$ cat src/rtl/load_store_unit.sv
// Load/store unit for a RISC-V style core. A byte/halfword store is a
// read-modify-write on a word-wide memory; loads are sign- or zero-extended.
module load_store_unit #(
  parameter int MEM_WORDS = 256
) (
  input  logic        clk,
  input  logic        rst_n,
  input  logic        req_valid,
  output logic        req_ready,
  input  logic        req_we,
  input  logic [2:0]  req_funct3,
  input  logic [31:0] req_addr,
  input  logic [31:0] req_wdata,
  output logic        resp_valid,
  input  logic        resp_ready,
  output logic [31:0] resp_rdata,
  output logic        resp_err,
  output logic        MemRead,
  output logic        MemWrite,
  output logic [31:0] mem_addr,
  output logic [31:0] mem_wdata,
  input  logic [31:0] mem_rdata
);

  localparam logic [2:0] S_IDLE = 3'd0;
  localparam logic [2:0] S_LD   = 3'd1;
  localparam logic [2:0] S_RMW  = 3'd2;
  localparam logic [2:0] S_WR   = 3'd3;
  localparam logic [2:0] S_DONE = 3'd4;
  localparam logic [2:0] S_ERR  = 3'd5;

  localparam logic [31:0] ADDR_LIM = 32'(MEM_WORDS * 4);

  logic [2:0]  r_state;
  logic        r_we;
  logic [2:0]  r_funct3;
  logic [31:0] r_addr;
  logic [31:0] r_wdata;
  logic [31:0] r_merge;
  logic [31:0] r_rdata;

  logic        w_legal;
  logic        w_misal;
  logic        w_err;
  logic [7:0]  w_byte;
  logic [15:0] w_half;
  logic [31:0] w_load;
  logic [31:0] w_wdata;

  // Unsigned variants only exist for loads.
  always_comb begin
    w_legal = 1'b0;
    case (req_funct3)
      3'b000, 3'b001, 3'b010: w_legal = 1'b1;
      3'b100, 3'b101:         w_legal = !req_we;
      default:                w_legal = 1'b0;
    endcase
  end

  assign w_misal = ((req_funct3[1:0] == 2'b01) && req_addr[0]) ||
                   ((req_funct3[1:0] == 2'b10) && (req_addr[1:0] != 2'b00));
  assign w_err   = !w_legal || w_misal || (req_addr >= ADDR_LIM);

  assign w_byte = mem_rdata[{r_addr[1:0], 3'b000} +: 8];
  assign w_half = r_addr[1] ? mem_rdata[31:16] : mem_rdata[15:0];

  always_comb begin
    w_load = mem_rdata;
    case (r_funct3)
      3'b000:  w_load = {{24{w_byte[7]}}, w_byte};
      3'b001:  w_load = {{16{w_half[15]}}, w_half};
      3'b100:  w_load = {24'd0, w_byte};
      3'b101:  w_load = {16'd0, w_half};
      default: w_load = mem_rdata;
    endcase
  end

  always_comb begin
    w_wdata = r_merge;
    case (r_funct3[1:0])
      2'b00:   w_wdata[{r_addr[1:0], 3'b000} +: 8] = r_wdata[7:0];
      2'b01:   w_wdata[{r_addr[1], 4'b0000} +: 16] = r_wdata[15:0];
      default: w_wdata = r_wdata;
    endcase
  end

  always_ff @(posedge clk or negedge rst_n) begin
    if (!rst_n) begin
      r_state  <= S_IDLE;
      r_we     <= 1'b0;
      r_funct3 <= 3'd0;
      r_addr   <= 32'd0;
      r_wdata  <= 32'd0;
      r_merge  <= 32'd0;
      r_rdata  <= 32'd0;
    end else begin
      case (r_state)
        S_IDLE: if (req_valid) begin
          r_we     <= req_we;
          r_funct3 <= req_funct3;
          r_addr   <= req_addr;
          r_wdata  <= req_wdata;
          r_rdata  <= 32'd0;
          if (w_err)                      r_state <= S_ERR;
          else if (!req_we)               r_state <= S_LD;
          else if (req_funct3 == 3'b010)  r_state <= S_WR;
          else                            r_state <= S_RMW;
        end
        S_LD: begin
          r_rdata <= w_load;
          r_state <= S_DONE;
        end
        S_RMW: begin
          r_merge <= mem_rdata;
          r_state <= S_WR;
        end
        S_WR:           r_state <= S_DONE;
        S_DONE, S_ERR:  if (resp_ready) r_state <= S_IDLE;
        default:        r_state <= S_IDLE;
      endcase
    end
  end

  // Strobes come from state only; the async state reset kills MemWrite at once.
  assign MemRead    = (r_state == S_LD) || (r_state == S_RMW);
  assign MemWrite   = (r_state == S_WR);
  assign mem_addr   = {r_addr[31:2], 2'b00};
  assign mem_wdata  = MemWrite ? w_wdata : 32'd0;
  assign req_ready  = (r_state == S_IDLE);
  assign resp_valid = (r_state == S_DONE) || (r_state == S_ERR);
  assign resp_err   = (r_state == S_ERR);
  assign resp_rdata = (r_state == S_DONE) ? r_rdata : 32'd0;

endmodule
$ cat config.mk
export PLATFORM = sky130hd
export DESIGN_NAME = load_store_unit
export DESIGN_NICKNAME = d
export VERILOG_FILES = /design/src/rtl/load_store_unit.sv
export SDC_FILE = /design/constraint.sdc
export NUM_CORES = 1
export LEC_CHECK = 0
export CAP_MARGIN = 30
export CORE_MARGIN = 4
export CORE_UTILIZATION = 47
export DETAILED_ROUTE_END_ITERATION = 8
export PLACE_DENSITY = 0.91
export SYNTH_ARGS = -nofsm -noshare
export SYNTH_HDL_FRONTEND = slang
export SYNTH_SLANG_ARGS = --single-unit
$ cat constraint.sdc
create_clock -name clk -period 7.8 [get_ports clk]
set_clock_uncertainty 0.1 [all_clocks]
set_input_delay 1.95 -clock clk [delete_from_list [all_inputs] [get_ports clk]]
set_output_delay 1.95 -clock clk [all_outputs]
set_load 0.03 [all_outputs]
## Yosys cells after proc, flatten, opt, wreduce, memory -nomap -nowiden

Index checks and enable logic that the tools add are counted.

| storage, ports and cells | value |
|---|---|
| input bits | 104 |
| output and inout bits | 101 |
| word-level logic and storage cells | 69 |
| bits in registers | 134 |

| cells by class | value |
|---|---|
| shifts and indexed selects | 5 |
| mux-type cells | 16 |
| eq/ne operators | 17 |
| magnitude comparators | 1 |
| reduce and logical (&&, ||, !) cells | 22 |
| add/sub/neg operators | 2 |

Operators with widths:

| operator | number |
|---|---|
| case mux 32 bit (2 select lines) | 2 |
| case mux 32 bit (4 select lines) | 1 |
| 2-to-1 mux 32 bit | 3 |
| bitwise mux 32 bit | 2 |
| greater-or-equal comparator 32 x 11 -> 1 bit (second input constant) | 1 |
| variable shift 16 x 7 -> 32 bit (first input constant) | 1 |
| variable shift 8 x 7 -> 32 bit (first input constant) | 1 |
| indexed part select 16 x 7 -> 32 bit | 1 |
| indexed part select 32 x 6 -> 8 bit | 1 |
| indexed part select 8 x 7 -> 32 bit | 1 |
| equality test 3 bit (second input constant) | 6 |
| 2-to-1 mux 16 bit | 1 |
| negator 5 -> 7 bit | 2 |
| case mux 3 bit (4 select lines) | 1 |
| equality test 3 x 1 -> 1 bit (second input constant) | 3 |
| equality test 3 x 2 -> 1 bit (second input constant) | 3 |
| logical NOT 3 bit | 3 |
| 2-to-1 mux 3 bit | 3 |
| AND reduction 2 bit | 3 |
| OR reduction 2 bit | 3 |
| logical OR 1 bit | 5 |
| equality test 2 x 1 -> 1 bit (second input constant) | 2 |
| != test 2 bit (second input constant) | 2 |
| nonzero test 2 bit | 2 |
| 8 further kinds | 10 |

## Longest topological paths before layout

| depth | value |
|---|---|
| depth after elaboration | 9 |
| depth in mapped cells | 8 |
| gate-level depth less buffers | 6 |

## Worst setup path before layout

Ideal clock, no wire load.

| timing path | value |
|---|---|
| path type | register -> output |
| start | register r_addr[1] |
| end | output port mem_wdata[0] |
| path buffers | 1 |
| arrival | 2.422 ns |
| data required time | 5.750 ns |
| cell stages (with the launch flop) | 8 |
| path slack | 3.328 ns |
| cells stage by stage | dfrtp_1 > buf_2 > inv_1 > ha_1 > clkinv_1 > nor4b_2 > a221oi_1 > nor3_1 |

| on the way | value |
|---|---|
| cells in the longest elaborated chain, start to end | 5 |
| elaborated cells between the ends (all ways) | 10 |
| those cells by class | add/sub: 2; shift: 4; mux: 4 |

Ends and longest elaborated chain:

| what | RTL line | source |
|---|---|---|
| from (decl) | 37 | `logic [31:0] r_addr;` |
| from (signal assigned) | 101 | `r_addr <= req_addr;` |
| negator 5 -> 7 bit (on tied branches) | 82, 81 |  |
| indexed part select 16 x 7 -> 32 bit (tied with other cells) | 82 | `2'b01: w_wdata[{r_addr[1], 4'b0000} +: 16] = r_wdata[15:0];` |
| bitwise mux 32 bit (on tied branches) | 82, 81 |  |
| case mux 32 bit (2 select lines) (*) | 80 | `case (r_funct3[1:0])` |
| 2-to-1 mux 32 bit (*) | 128 | `assign mem_wdata = MemWrite ? w_wdata : 32'd0;` |
| to (decl) | 21 | `output logic [31:0] mem_wdata,` |

Mark *: on every way between the ends. The rest lies on a longest branch, timed or not.

## Worst setup path after layout

| timing path | value |
|---|---|
| start | register r_addr[0] |
| end | output port mem_wdata[5] |

| on the way | value |
|---|---|
| cells in the longest elaborated chain, start to end | 5 |
| elaborated cells between the ends (all ways) | 6 |
| those cells by class | add/sub: 1; shift: 2; mux: 3 |

Ends and longest elaborated chain:

| what | RTL line | source |
|---|---|---|
| negator 5 -> 7 bit (*) | 81 | `2'b00: w_wdata[{r_addr[1:0], 3'b000} +: 8] = r_wdata[7:0];` |
| indexed part select 8 x 7 -> 32 bit or variable shift 8 x 7 -> 32 bit (tied branches) | 81 |  |
| bitwise mux 32 bit (*) | 81 |  |
| case mux 32 bit (2 select lines) (*) | 80 |  |
| 2-to-1 mux 32 bit (*) | 128 |  |

Marked as above.

==> reports/results.ini <==
[outcome]
status=completed

[final_layout]
drive_gt1_share_pct=18.3
final_cell_area_um2=9810
layout.nets=934
syn_to_final_growth_pct=34.1
layout_common_cells=201 x clkdlybuf4s50_1, 134 x dfrtp_1, 97 x mux2_2, 64 x nand2_1, 34 x and2_1
fill_cells=1190
antenna_cells=0
final_common_cell=clkdlybuf4s50_1

[yosys]
synth_top_area_share_pct=45.8
yosysWarnings=0
syn-cell-area_um2=7310
synthTopCellsByArea=dfrtp_1 46%, mux2_2 15%, mux2i_1 3.4%, buf_4 3.4%, nand2_1 3.3%
yosysTopAreaCell=dfrtp_1
ys_seq_area_share_pct=45.8
synth-edff-count=0
syn_area_per_cell_um2=11.0
async_reset_ff_share_pct=100
netlist-cell-type-count=52
ys.flop_type=dfrtp_1
synth_cells=666
ys_ff_latch=134

[setup_path]
cpPeakStageDelay_ns=0.73
slowest_stage=clkdlybuf4s50_1
crit_path_cell_trace=inv_1 > ha_1 > clkinv_1 > nor4b_2 > a221oi_1 > nor3_1 > clkdlybuf4s50_1
cp-start-kind=flip-flop
critical_path_class=reg2out
endpoint_kind=output port
worst-path-max-fanout=11
required_ns=5.75
critical_path_arrival_ns=3.41

[clock_network]
cts_tree=yes
cts_max_level=4
post-cts-setup-buffer-count=0
clk_pin_slew_worst_paths_ns=0.06
clock_latency_ns=0.42
cts_buffer_depth=2
clkSinkCount=134
hold_buffers=0
cts_made_buffers=17
cts.root.buffer_cell=clkbuf_16
cts_resized=0

[floorplan]
coreArea_um2=15200
die_area_um2=17600
io_pins=205
rows=45
die_h_um=133
initial_core_util_pct=48.1
die_w_um=133

[grt]
antenna_found_initial=0
grt_pass1_vias=6197
grt_max_degree=57
grt_first_pass_wirelength_um=34200
grtUsageTotal_pct=24.6
grt_overflow_total=0

[job]
drv_cap=0

[drt]
vias=6064
first_pass_iters=5
detail-route-antenna-nets=0
drt-initial-drc-count=526
wirelength_um=21800
wl_per_cell_um=21.2
drc=0
via_per_inst=5.91

[timing]
setup_viol=0
hold_viol_final=0
fin_crit_ns=5.46
setup-tns-final_ns=0
setup_slack_ns=2.34
slew_viol_final=0
fmax_ghz=0.183
worstMarginPinSlew_ns=0.761
relSlewSlack_pct=49.1
rsz0062_at_grt=false
min_period_over_period_pct=70.0

[placed_design]
port_buffers=202
dp_hpwl_um=16000
pre_cts_slack_ns=2.84
dpl_cell_area_um2=9180
gp_congestion=0.876

[pwr]
powerDensity_nw_per_um2=381
max-vdd-ir-drop_uv=224
leakagePower_nw=4.10
power_mw=3.74

[min_path]
hold_class=reg2reg

==> metrics by stage <==
stage	hold WS (ns)	utilization, %	std cells
after CTS	0.376	64.5	1026
after global placement	0.361	60.1	990
after global routing	0.406	64.5	1026
after detailed placement	0.363	60.4	994
final	0.376	64.5	1026
after floorplan	0.341	-	667
==> worst paths after layout <==
kind	from	endpoint	slack, ns	depth (start not counted)
min reg2reg	r_rdata[5]$_DFFE_PN0P_	r_rdata[5]$_DFFE_PN0P_	0.38	2
max reg2reg	r_state[0]$_DFFE_PN0P_	r_rdata[13]$_DFFE_PN0P_	5.55	4
max	r_addr[0]$_DFFE_PN0P_	mem_wdata[5]	2.34	7
min	r_rdata[5]$_DFFE_PN0P_	r_rdata[5]$_DFFE_PN0P_	0.38	2
max in group asynchronous	rst_n	r_wdata[8]$_DFFE_PN0P_	5.22	2
min in group asynchronous	rst_n	r_rdata[17]$_DFFE_PN0P_	1.35	1
==> area by class of cell <==
type / count / area, um^2 / area share (%)
inverters: 8 / 30.0 / 0.306
repair buffers: 216 / 2140 / 21.8
flip-flops and latches: 134 / 3350 / 34.2
multi-input cells: 448 / 3420 / 34.9
well taps: 188 / 235 / 2.40
clock inverters: 15 / 201 / 2.05
clock buffers: 17 / 425 / 4.34
==> worst max-delay path: cells and delay by family (launching register included) <==
family | cells | cell delay, ns
compound gates | 1 | 0.17
fa+ha+maj | 1 | 0.17
buf+inv | 3 | 1.14
flops | 1 | 0.49
simple gates | 2 | 1.02
==> synthesized netlist by cell type, types with 8 or more instances <==
library cell / n
nor2_1: 15
clkbuf_1: 16
buf_4: 33
buf_6: 11
nor3_1: 12
a22o_1: 9
dfrtp_1: 134
o22ai_1: 8
a21oi_1: 23
mux2_2: 97
a22oi_1: 16
mux2i_1: 25
o21ai_0: 20
a211o_1: 16
buf_2: 14
a221oi_1: 25
and2_1: 34
a222oi_1: 8
o21a_1: 9
nor2b_1: 11
nand2_1: 64
==> layer usage <==
| layer | vias to the layer above | share of wire, % | track usage (%) |
|---|---|---|---|
| met4 | 0 | 2.4 | 8.72 |
| met1 | 2985 | 40 | 31.0 |
| met3 | 39 | 7.2 | 5.93 |
| met2 | 291 | 51 | 41.6 |
| met5 | - | 0 | 0 |
| li1 | 2749 | - | - |
==> registers in the layout, summed over array words and instances, names as in the netlist <==
| name | count |
|---|---|
| r_wdata | 32 |
| r_state | 3 |
| r_rdata | 32 |
| r_addr | 32 |
| r_funct3 | 3 |
| r_merge | 32 |
==> cells by family (layout without fill, tap and decap cells) <==
group | after synthesis | in the layout | share of synthesized area [%]
simple gates | 171 | 171 | 12.7
buf+inv | 85 | 256 | 7.42
flops | 134 | 134 | 45.8
compound gates | 148 | 148 | 14.8
other cells | 1 | 2 | 0.0513
fa+ha+maj | 5 | 5 | 0.855
mux | 122 | 122 | 18.4
==> power breakdown <==
| part | internal [mW] | leakage, nW | switching [mW] |
|---|---|---|---|
| Combinational | 0.773 | 2.17 | 0.936 |
| Clock | 0.536 | 0.300 | 0.318 |
| Sequential | 0.949 | 1.63 | 0.224 |
| Total | 2.26 | 4.10 | 1.48 |
(Power assumes the default switching activity.)
